<file path="src/rtl/muldiv_pkg.sv">
// Shared types for the multiply/divide unit: op codes, FSM states and op-class helpers.
// Latency: n/a (types and pure functions only).
// Backpressure: n/a.
package muldiv_pkg;

    typedef enum logic [2:0] {
        MULT  = 3'd0,
        MULTU = 3'd1,
        DIV   = 3'd2,
        DIVU  = 3'd3,
        MFHI  = 3'd4,
        MFLO  = 3'd5,
        MTHI  = 3'd6,
        MTLO  = 3'd7
    } op_e;

    typedef enum logic [2:0] {
        IDLE      = 3'd0,
        MUL       = 3'd1,
        DIV_SETUP = 3'd2,
        DIV_ITER  = 3'd3,
        DIV_FIX   = 3'd4
    } state_e;

    function automatic logic is_mul_op(input op_e o);
        return (o == MULT) || (o == MULTU);
    endfunction

    function automatic logic is_div_op(input op_e o);
        return (o == DIV) || (o == DIVU);
    endfunction

    function automatic logic is_signed_op(input op_e o);
        return (o == MULT) || (o == DIV);
    endfunction

endpackage

</file>
<file path="src/rtl/muldiv_divider.sv">
// Unsigned restoring divider retiring DIV_BITS quotient bits per cycle.
// Latency: WIDTH/DIV_BITS cycles from i_start; o_done is a level held until the next start/abort.
// Backpressure: none; i_start is only honoured by the owner when idle, i_abort stops it at once.
// Ports: clk/rst (sync, active-high); i_start loads i_dividend/i_divisor; i_abort discards work;
//        o_quotient/o_remainder valid while o_done is high.
module muldiv_divider #(
    parameter int WIDTH    = 32,
    parameter int DIV_BITS = 1
) (
    input  logic             clk,
    input  logic             rst,
    input  logic             i_start,
    input  logic [WIDTH-1:0] i_dividend,
    input  logic [WIDTH-1:0] i_divisor,
    input  logic             i_abort,
    output logic [WIDTH-1:0] o_quotient,
    output logic [WIDTH-1:0] o_remainder,
    output logic             o_done
);

    localparam int STEPS = WIDTH / DIV_BITS;
    localparam int CW    = $clog2(STEPS + 1);

    logic [WIDTH-1:0] r_quo;   // shifts dividend bits out, quotient bits in
    logic [WIDTH-1:0] r_rem;
    logic [WIDTH-1:0] r_dvs;
    logic [CW-1:0]    r_cnt;
    logic             r_run;
    logic             r_done;

    logic [WIDTH-1:0] w_quo;
    logic [WIDTH-1:0] w_rem;
    logic [WIDTH:0]   w_ext;   // one extra bit: shifted remainder can exceed WIDTH bits

    always_comb begin
        w_quo = r_quo;
        w_rem = r_rem;
        w_ext = '0;
        for (int j = 0; j < DIV_BITS; j++) begin
            w_ext = {w_rem, w_quo[WIDTH-1]};
            w_quo = {w_quo[WIDTH-2:0], 1'b0};
            if (w_ext >= {1'b0, r_dvs}) begin
                w_ext    = w_ext - {1'b0, r_dvs};
                w_quo[0] = 1'b1;
            end
            w_rem = w_ext[WIDTH-1:0];
        end
    end

    always_ff @(posedge clk) begin
        if (rst || i_abort) begin
            r_run  <= 1'b0;
            r_done <= 1'b0;
            r_cnt  <= '0;
            r_quo  <= '0;
            r_rem  <= '0;
            r_dvs  <= '0;
        end else if (i_start) begin
            r_quo  <= i_dividend;
            r_rem  <= '0;
            r_dvs  <= i_divisor;
            r_cnt  <= CW'(STEPS);
            r_run  <= 1'b1;
            r_done <= 1'b0;
        end else if (r_run) begin
            r_quo <= w_quo;
            r_rem <= w_rem;
            r_cnt <= r_cnt - 1'b1;
            if (r_cnt == CW'(1)) begin
                r_run  <= 1'b0;
                r_done <= 1'b1;
            end
        end
    end

    assign o_quotient  = r_quo;
    assign o_remainder = r_rem;
    assign o_done      = r_done;

endmodule

</file>
<file path="src/rtl/pipeline_muldiv.sv">
// HI/LO owner executing mult/multu/div/divu/mfhi/mflo/mthi/mtlo beside the ALU stage.
// Latency: mul writes HI/LO MUL_STAGES-1 edges after acceptance; div WIDTH/DIV_BITS+2 cycles; mf*/mt* one cycle.
// Backpressure: o_stall = op_valid & busy & !flush; the stalled op is held upstream and taken once busy drops.
// Ports: clk/rst (sync, active-high); i_op_valid/i_op/i_rs_val/i_rt_val issue an op; i_flush aborts
//        in-flight work; o_result_valid/o_result carry mfhi/mflo data; o_busy, o_hi, o_lo for forwarding.
module pipeline_muldiv
    import muldiv_pkg::*;
#(
    parameter int WIDTH      = 32,
    parameter int MUL_STAGES = 2,
    parameter int DIV_BITS   = 1
) (
    input  logic             clk,
    input  logic             rst,
    input  logic             i_op_valid,
    input  logic [2:0]       i_op,
    input  logic [WIDTH-1:0] i_rs_val,
    input  logic [WIDTH-1:0] i_rt_val,
    input  logic             i_flush,
    output logic             o_stall,
    output logic             o_result_valid,
    output logic [WIDTH-1:0] o_result,
    output logic             o_busy,
    output logic [WIDTH-1:0] o_hi,
    output logic [WIDTH-1:0] o_lo
);

    localparam int STEPS = WIDTH / DIV_BITS;
    localparam int NP    = (MUL_STAGES > 1) ? MUL_STAGES - 1 : 1;
    localparam int CW    = $clog2(STEPS + MUL_STAGES + 1);
    // HI/LO is written at the end of MUL cycle MUL_LAST; with one stage the write lands on acceptance.
    localparam logic [CW-1:0] MUL_LAST = CW'((MUL_STAGES > 1) ? MUL_STAGES - 2 : 0);
    localparam logic [CW-1:0] DIV_LAST = CW'(STEPS - 1);

    state_e             r_state;
    logic [CW-1:0]      r_cnt;
    logic [WIDTH-1:0]   r_hi;
    logic [WIDTH-1:0]   r_lo;
    logic [WIDTH-1:0]   r_result;
    logic               r_result_valid;
    logic               r_busy;
    logic [WIDTH-1:0]   r_a;
    logic [WIDTH-1:0]   r_b;
    logic               r_signed;
    logic               r_qneg;
    logic               r_rneg;
    logic [2*WIDTH-1:0] r_mpipe [NP];

    op_e                w_op;
    logic               w_accept;
    logic [2*WIDTH-1:0] w_a_ext;
    logic [2*WIDTH-1:0] w_b_ext;
    logic [2*WIDTH-1:0] w_prod;
    logic [2*WIDTH-1:0] w_mul_res;
    logic               w_mul_wr;
    logic               w_div_wr;
    logic               w_unit_wr;
    logic [WIDTH-1:0]   w_a_mag;
    logic [WIDTH-1:0]   w_b_mag;
    logic               w_div_start;
    logic [WIDTH-1:0]   w_div_q;
    logic [WIDTH-1:0]   w_div_r;
    logic               w_div_done;
    logic [WIDTH-1:0]   w_div_hi;
    logic [WIDTH-1:0]   w_div_lo;

    assign w_op     = op_e'(i_op);
    // Every op class stalls while busy so HI/LO reads and writes stay in program order.
    assign o_stall  = i_op_valid & r_busy & ~i_flush;
    assign w_accept = i_op_valid & ~r_busy & ~i_flush;

    // Extending to 2*WIDTH first makes one unsigned multiplier serve both mult and multu.
    assign w_a_ext = is_signed_op(w_op) ? {{WIDTH{i_rs_val[WIDTH-1]}}, i_rs_val} : {{WIDTH{1'b0}}, i_rs_val};
    assign w_b_ext = is_signed_op(w_op) ? {{WIDTH{i_rt_val[WIDTH-1]}}, i_rt_val} : {{WIDTH{1'b0}}, i_rt_val};
    assign w_prod  = w_a_ext * w_b_ext;

    always_ff @(posedge clk) begin
        r_mpipe[0] <= w_prod;
        for (int i = 1; i < NP; i++) begin
            r_mpipe[i] <= r_mpipe[i-1];
        end
    end

    assign w_mul_res = (MUL_STAGES == 1) ? w_prod : r_mpipe[NP-1];
    // The final write commits even under flush, so neither write qualifier looks at i_flush.
    assign w_mul_wr  = (MUL_STAGES == 1) ? (w_accept & is_mul_op(w_op))
                                         : ((r_state == MUL) && (r_cnt == MUL_LAST));
    assign w_div_wr  = (r_state == DIV_FIX) && w_div_done;
    assign w_unit_wr = w_mul_wr | w_div_wr;

    assign w_a_mag     = (r_signed && r_a[WIDTH-1]) ? -r_a : r_a;
    assign w_b_mag     = (r_signed && r_b[WIDTH-1]) ? -r_b : r_b;
    assign w_div_start = (r_state == DIV_SETUP) && !i_flush;

    muldiv_divider #(
        .WIDTH    (WIDTH),
        .DIV_BITS (DIV_BITS)
    ) u_divider (
        .clk         (clk),
        .rst         (rst),
        .i_start     (w_div_start),
        .i_dividend  (w_a_mag),
        .i_divisor   (w_b_mag),
        .i_abort     (i_flush),
        .o_quotient  (w_div_q),
        .o_remainder (w_div_r),
        .o_done      (w_div_done)
    );

    // MIN / -1 needs no special path: |MIN| / 1 negated wraps back to MIN with remainder 0.
    assign w_div_lo = (r_b == '0) ? '1  : (r_qneg ? -w_div_q : w_div_q);
    assign w_div_hi = (r_b == '0) ? r_a : (r_rneg ? -w_div_r : w_div_r);

    always_ff @(posedge clk) begin
        if (rst) begin
            r_state        <= IDLE;
            r_cnt          <= '0;
            r_hi           <= '0;
            r_lo           <= '0;
            r_result       <= '0;
            r_result_valid <= 1'b0;
            r_busy         <= 1'b0;
            r_a            <= '0;
            r_b            <= '0;
            r_signed       <= 1'b0;
            r_qneg         <= 1'b0;
            r_rneg         <= 1'b0;
        end else begin
            r_result_valid <= 1'b0;
            // busy stays up for one cycle after a HI/LO write so consumers see the new value.
            r_busy         <= w_unit_wr;
            r_cnt          <= r_cnt + 1'b1;

            if (w_mul_wr) begin
                {r_hi, r_lo} <= w_mul_res;
            end
            if (w_div_wr) begin
                r_hi <= w_div_hi;
                r_lo <= w_div_lo;
            end

            if (w_accept) begin
                case (w_op)
                    MFHI: begin
                        r_result       <= r_hi;
                        r_result_valid <= 1'b1;
                    end
                    MFLO: begin
                        r_result       <= r_lo;
                        r_result_valid <= 1'b1;
                    end
                    MTHI:    r_hi <= i_rs_val;
                    MTLO:    r_lo <= i_rs_val;
                    default: ;
                endcase
            end

            case (r_state)
                IDLE: begin
                    if (w_accept && is_mul_op(w_op)) begin
                        r_state <= MUL;
                        r_cnt   <= '0;
                        r_busy  <= 1'b1;
                    end else if (w_accept && is_div_op(w_op)) begin
                        r_state  <= DIV_SETUP;
                        r_a      <= i_rs_val;
                        r_b      <= i_rt_val;
                        r_signed <= is_signed_op(w_op);
                        r_busy   <= 1'b1;
                    end
                end
                MUL: begin
                    if (i_flush || r_cnt == MUL_LAST) begin
                        r_state <= IDLE;
                    end else begin
                        r_busy  <= 1'b1;
                    end
                end
                DIV_SETUP: begin
                    if (i_flush) begin
                        r_state <= IDLE;
                    end else begin
                        r_state <= DIV_ITER;
                        r_cnt   <= '0;
                        r_busy  <= 1'b1;
                        r_qneg  <= r_signed & (r_a[WIDTH-1] ^ r_b[WIDTH-1]);
                        r_rneg  <= r_signed & r_a[WIDTH-1];
                    end
                end
                DIV_ITER: begin
                    if (i_flush) begin
                        r_state <= IDLE;
                    end else begin
                        r_busy <= 1'b1;
                        if (r_cnt == DIV_LAST) begin
                            r_state <= DIV_FIX;
                        end
                    end
                end
                DIV_FIX: r_state <= IDLE;
                default: r_state <= IDLE;
            endcase
        end
    end

    assign o_result_valid = r_result_valid;
    assign o_result       = r_result;
    assign o_busy         = r_busy;
    assign o_hi           = r_hi;
    assign o_lo           = r_lo;

endmodule
</file>
<file path="config.mk">
export PLATFORM = sky130hd
export DESIGN_NAME = pipeline_muldiv
export DESIGN_NICKNAME = d
export VERILOG_FILES = /design/src/rtl/muldiv_pkg.sv /design/src/rtl/muldiv_divider.sv /design/src/rtl/pipeline_muldiv.sv
export SDC_FILE = /design/constraint.sdc
export NUM_CORES = 2
export LEC_CHECK = 0
export CORE_MARGIN = 3
export CORE_UTILIZATION = 55
export CTS_CLUSTER_DIAMETER = 200
export DETAILED_ROUTE_END_ITERATION = 10
export PLACE_DENSITY = 0.84
export SLEW_MARGIN = 10
export SYNTH_ARGS = -nofsm -noshare
export SYNTH_HDL_FRONTEND = slang
export SYNTH_HIERARCHICAL = 1
export SYNTH_SLANG_ARGS = --single-unit
</file>
<file path="constraint.sdc">
create_clock -name clk -period 10.5 [get_ports clk]
set_input_delay 2.1 -clock clk [delete_from_list [all_inputs] [get_ports clk]]
set_output_delay 2.1 -clock clk [all_outputs]
set_load 0.05 [all_outputs]
</file>
Word-level counts from Yosys, hierarchy flattened
Memory sizes are Yosys's and may differ from the RTL's.
Index checks and enable logic that the tools add are counted.

operators by class
  $mul = 1
  mux-type cells = 42
  add/subtract/negate cells = 7
  reduce and logical (&&, ||, !) cells = 28
  bitwise operators = 12
  order comparisons = 1
  eq/ne operators = 16

operators by type and width
  cell                                                                   number
  32-bit two-way mux                                                     17
  64-bit two-way mux                                                     2
  32-bit negator                                                         4
  64-bit by 64-bit multiplier with 64-bit output                         1
  32-bit case mux with 2 select lines                                    1
  33-bit by 32-bit >= comparator with 1-bit output                       1
  32-bit logical NOT                                                     1
  32-bit subtractor                                                      1
  6-bit two-way mux                                                      4
  3-bit equality test, second input constant                             5
  3-bit two-way mux                                                      5
  3-bit by 2-bit equality test with 1-bit output, second input constant  4
  3-bit case mux with 4 select lines                                     1
  6-bit case mux with 2 select lines                                     1
  1-bit two-way mux                                                      9
  2-bit OR reduction                                                     4
  1-bit logical AND                                                      7
  6-bit by 1-bit adder with 6-bit output, second input constant          1
  1-bit AND                                                              6
  3-bit by 1-bit equality test with 1-bit output, second input constant  2
  6-bit by 1-bit equality test with 1-bit output, second input constant  1
  6-bit by 5-bit equality test with 1-bit output, second input constant  1
  3-bit logical NOT                                                      2
  6-bit logical NOT                                                      1
  other kinds (13)                                                       25

storage, ports and cells
  input bits = 71
  output and inout port bits = 99
  logic and storage cells = 127
  register bits after elaboration = 278
  memory bits (writable) = 64
  memories kept = 1

memories
  memory   depth  bits a word  read ports  clocked after memory_dff  write ports  RTL line               text
  r_mpipe  1      64           1           0                         1            pipeline_muldiv.sv:47  logic [2*WIDTH-1:0] r_mpipe [NP];

Depth between registers and ports, before layout
  depth in word-level cells = 7
  depth in mapped cells = 36
  mapped depth without buffers = 35

Modules after synthesis
Netlist, hierarchy kept.

by module, submodules not included
  module           area an instance (µm²)  cells each  times used
  pipeline_muldiv  58,710.1                6,541       1
  muldiv_divider   6,286.0                 766         1

Worst setup path after synthesis
Ideal clock, no wire load.

  kind = input -> register
  start = input port i_op[2]
  end = memory r_mpipe[0][59] (netlist name)
  arrival = 11.079 ns
  required time = 10.413 ns
  cell stages on the path = 29
  library setup time = 0.087 ns
  path slack = -0.666 ns
  cell sequence = clkbuf_1 nor2_1 and2_1 clkbuf_1 clkbuf_1 nand2_1 fa_1 inv_1 fa_1 fa_1 inv_1 fa_1 inv_1 fa_1 fa_1 fa_1 fa_1 fa_1 inv_1 fa_1 inv_1 ha_1 a21bo_2 a21oi_1 o2111ai_1 a311oi_1 a31oi_1 or4_1 o31ai_1

between the ends
  longest elaborated chain between the ends = 4
  elaborated cells on any way between the ends = 6
  classes of those cells = 1 x mul; 1 x eq/ne; 2 x mux; 2 x reduce/logical

RTL lines
  what                                                                                        RTL line                                      text
  start, declared                                                                             pipeline_muldiv.sv:16                         input logic [2:0] i_op,
  3-bit by 2-bit equality test with 1-bit output / 3-bit logical NOT (equally long branches)  muldiv_pkg.sv:34                              return (o == MULT) || (o == DIV);
  1-bit logical OR *                                                                          muldiv_pkg.sv:34
  64-bit two-way mux (on tied branches)                                                       pipeline_muldiv.sv:73, pipeline_muldiv.sv:74
  64-bit by 64-bit multiplier with 64-bit output *                                            pipeline_muldiv.sv:75                         assign w_prod = w_a_ext * w_b_ext;
  named net w_prod[59]                                                                        pipeline_muldiv.sv:53                         logic [2*WIDTH-1:0] w_prod;
  end, declared                                                                               pipeline_muldiv.sv:47

Mark *: on every way through the listed nets, which the timed path passes. The rest lies on a longest branch.

Final worst setup path
  start = input port i_rs_val[14]
  end = memory r_mpipe[0][59] (netlist name)

between the ends
  longest elaborated chain between the ends = 2

RTL lines
  what                                            RTL line               text
  start, declared                                 pipeline_muldiv.sv:17  input logic [WIDTH-1:0] i_rs_val,
  64-bit two-way mux                              pipeline_muldiv.sv:73  assign w_a_ext = is_signed_op(w_op) ? {{WIDTH{i_rs_val[WIDTH-1]}}, i_rs_val} : {{WIDTH{1'b0}}, i_rs_val};
  64-bit by 64-bit multiplier with 64-bit output  pipeline_muldiv.sv:75
  named net w_prod[59]                            pipeline_muldiv.sv:53

The timed path passes the listed nets, and every way through them passes these cells.

==> out/results.ini <==
[timing]
timing.hold.ws_ns = 0.4551
max_slew.worst_pin.slew_ns = 1.175
post-route-min-period_ns = 10.32
fin_skew_ns = 0.02469
final-hold-violation-count = 0
maxSlewHeadroom_pct = 21.54
timing.final.max_slew_violations = 0
fin_crit_sh_pct = 98.24
report.final.setup_viol = 0
timing.fmax_ghz = 0.09694

[cts]
clock_path_buffers = 3
worst_skew_pair.late_latency_ns = 0.54
path_clk_slew_ns = 0.06
cts_made_buffers = 37
tritoncts_clock_tree = built
clk_root_buffer_cell = sky130_fd_sc_hd__clkbuf_16
clkSinkCount = 342
holdBufCountCts = 0
ctsHtreeMaxLevel = 2

[route]
postRouteWirelength_um = 211800
vias = 53350
drt_first_pass_iters = 9
first_iter_violations = 5484
routedWlPerCell_um = 22.74
ant_nets = 0
drcViolationCount = 0
post_drt_via_cell_ratio = 5.729

[yosys]
synth_seq_area_share_pct = 10.53
synth_top_family_by_area = adder cells
netlist_area_um2 = 65000
number_of_cells_produced_by_synthesis = 7307
synth.yosys.warnings = 6
synth_compound_area_share_pct = 7.334
synthFlopType = sky130_fd_sc_hd__dfxtp_1
synth_cell_types = 102
post_synth_xor_area_fraction_pct = 3.584
yosys-mux-area-fraction_pct = 2.177
syn_nets = 9150
avgSynthCellArea_um2 = 8.895
yosys.area_share.simple_pct = 14.17
post_synth_fa_ha_maj_area_fraction_pct = 50.54
async_flop_share_pct = 0
synth_edf_count = 0
ys_seq_elements = 342

[worst_setup_path]
crit_top_cell = sky130_fd_sc_hd__fa_1
r2r_worst_path_depth = 11
kind_of_critical_path = in2reg
required_ns = 10.93
start_kind = input pin
critPathCaptureType = flip-flop
timing.critical_path.slowest_stage_cell = sky130_fd_sc_hd__fa_1
crit_arrival_ns = 10.75
worstReg2RegStart = r_b[7]
crit-reg2reg-capture = u_divider/r_dvs[29]
critical_path_peak_fanout = 14
worst_path_largest_cell_delay_ns = 0.54
r2r_slack_ns = 6.92

[cells_and_area]
drive_above_1_share_pct = 10.87
finalNonFillerCells = 9313
area.growth.synth_to_final_pct = 14.55
layout.cells.most_common_list = sky130_fd_sc_hd__inv_1, sky130_fd_sc_hd__fa_1, sky130_fd_sc_hd__nand2_1
fill_cells = 9176
finish.net_count = 9592
utilization_pct = 63.81
largest_register = r_mpipe
largest_register_ff_count = 64
multi_input_area_um2 = 50850
layout.area.seq_um2 = 6850
mostFrequentLayoutCell = sky130_fd_sc_hd__inv_1

[grt]
gr-usage-all-layers_pct = 34.21
global_route.overflow_total = 0
grt_antenna_before_repair = 11
grt_first_pass_wirelength_um = 321900
vias_in_the_first_global_route = 56820
grt_max_degree = 72

[placed_design]
placed_cells = 9208
port_buffers = 169
finalWeightedCongestion = 1.011
post-dp-hpwl_um = 175100

[hold_path]
worst_hold_path_type = reg2reg
min_to = r_cnt[0]
hp-start = r_cnt[0]
hold-path-cell-count = 1

[flow_run]
drv_cap = 0

[run_status]
status = complete, no violations

[floorplanning]
die-height_um = 349.8
die-area_um2 = 122300
fp-row-count = 125
num_io_pins = 170
overall_die_width_um = 349.8
initial_core_util_pct = 55.71
fp.coreArea_um2 = 116700

-- cell usage after synthesis, types with 36 or more instances --
cell,instances,area share (%)
sky130_fd_sc_hd__a211oi_1,65,0.75
sky130_fd_sc_hd__a21o_1,48,0.55
sky130_fd_sc_hd__a21oi_1,288,2.2
sky130_fd_sc_hd__and2_1,342,3.3
sky130_fd_sc_hd__and3_1,41,0.39
sky130_fd_sc_hd__clkbuf_1,366,2.1
sky130_fd_sc_hd__dfxtp_1,342,11
sky130_fd_sc_hd__fa_1,1421,44
sky130_fd_sc_hd__ha_1,351,6.8
sky130_fd_sc_hd__inv_1,1577,9.1
sky130_fd_sc_hd__mux2i_1,138,2.1
sky130_fd_sc_hd__nand2_1,1135,6.6
sky130_fd_sc_hd__nand3_1,36,0.28
sky130_fd_sc_hd__nor2_1,324,1.9
sky130_fd_sc_hd__o21ai_0,117,0.90
sky130_fd_sc_hd__xnor2_1,153,2.1
sky130_fd_sc_hd__xor2_1,113,1.5
-- cells by family after synthesis --
family | after synthesis
DFF | 342
and+or+nand+nor | 2046
adders and majority gates | 1773
buffers and inverters | 1987
xor gates and xnor gates | 266
AOI/OAI and AO/OA | 752
muxes | 141
-- through the flow --
stage | area [µm²] | setup slack [ns] | setup TNS, ns
after floorplan | 65090 | 0.01449 | 0
after global placement | 72520 | -0.6618 | -8.788
after detailed placement | 72520 | -0.7782 | -11.03
after CTS | 73860 | 0.07246 | 0
after global routing | 74420 | -0.03582 | -0.05595
final | 74450 | 0.1845 | 0
-- layer usage --
metal / global-route usage [%] / vias to the layer above / wire [µm]
met5: 0 / - / 27
met4: 16.70 / 4 / 12240
met3: 7.463 / 696 / 24760
met2: 56.54 / 3074 / 98200
met1: 42.73 / 26750 / 76580
li1: - / 22830 / -
-- worst max-delay path, delay by kind of cell --
kind            cells  cell delay (ns)
buf+inv             9             1.26
fa+ha+maj          11             5.16
simple gates        2             0.61
compound gates      9             1.57
-- how the worst max path moves through the flow --
| stage | end | slack, ns | start | cells past startpoint |
|---|---|---|---|---|
| 6_report | r_mpipe[0][59] | 0.18 | i_rs_val[14] | 31 |
| 4_1_cts | r_mpipe[0][59] | 0.07 | i_rt_val[31] | 30 |
| 3_5_place_dp | r_mpipe[0][60] | -0.78 | i_op[0] | 37 |
| 2_1_floorplan | r_mpipe[0][59] | 0.01 | i_op[2] | 31 |
| 3_3_place_gp | r_mpipe[0][56] | -0.66 | i_op[0] | 37 |
| 5_1_grt | r_mpipe[0][59] | -0.04 | i_rs_val[26] | 31 |
-- final cells by class --
cell class,instances,share of cell area (%)
multi-input combinational,4978,68.30
timing repair buffer,813,10.22
sequential,342,9.201
inverter,1577,7.951
tap,1524,2.561
clock buffer,58,1.555
clock inverter,9,0.1664
antenna,12,0.04033
-- what timing repair did --
action,in CTS,in global routing
cloned,0,13
pin swaps,9,28
endpoints found under the setup margin,12,16
buffers inserted,2,12
gates resized for setup,13,70
Power is not shown: default switching activity piles up to over one toggle a cycle in this logic, so the estimate is an artifact.
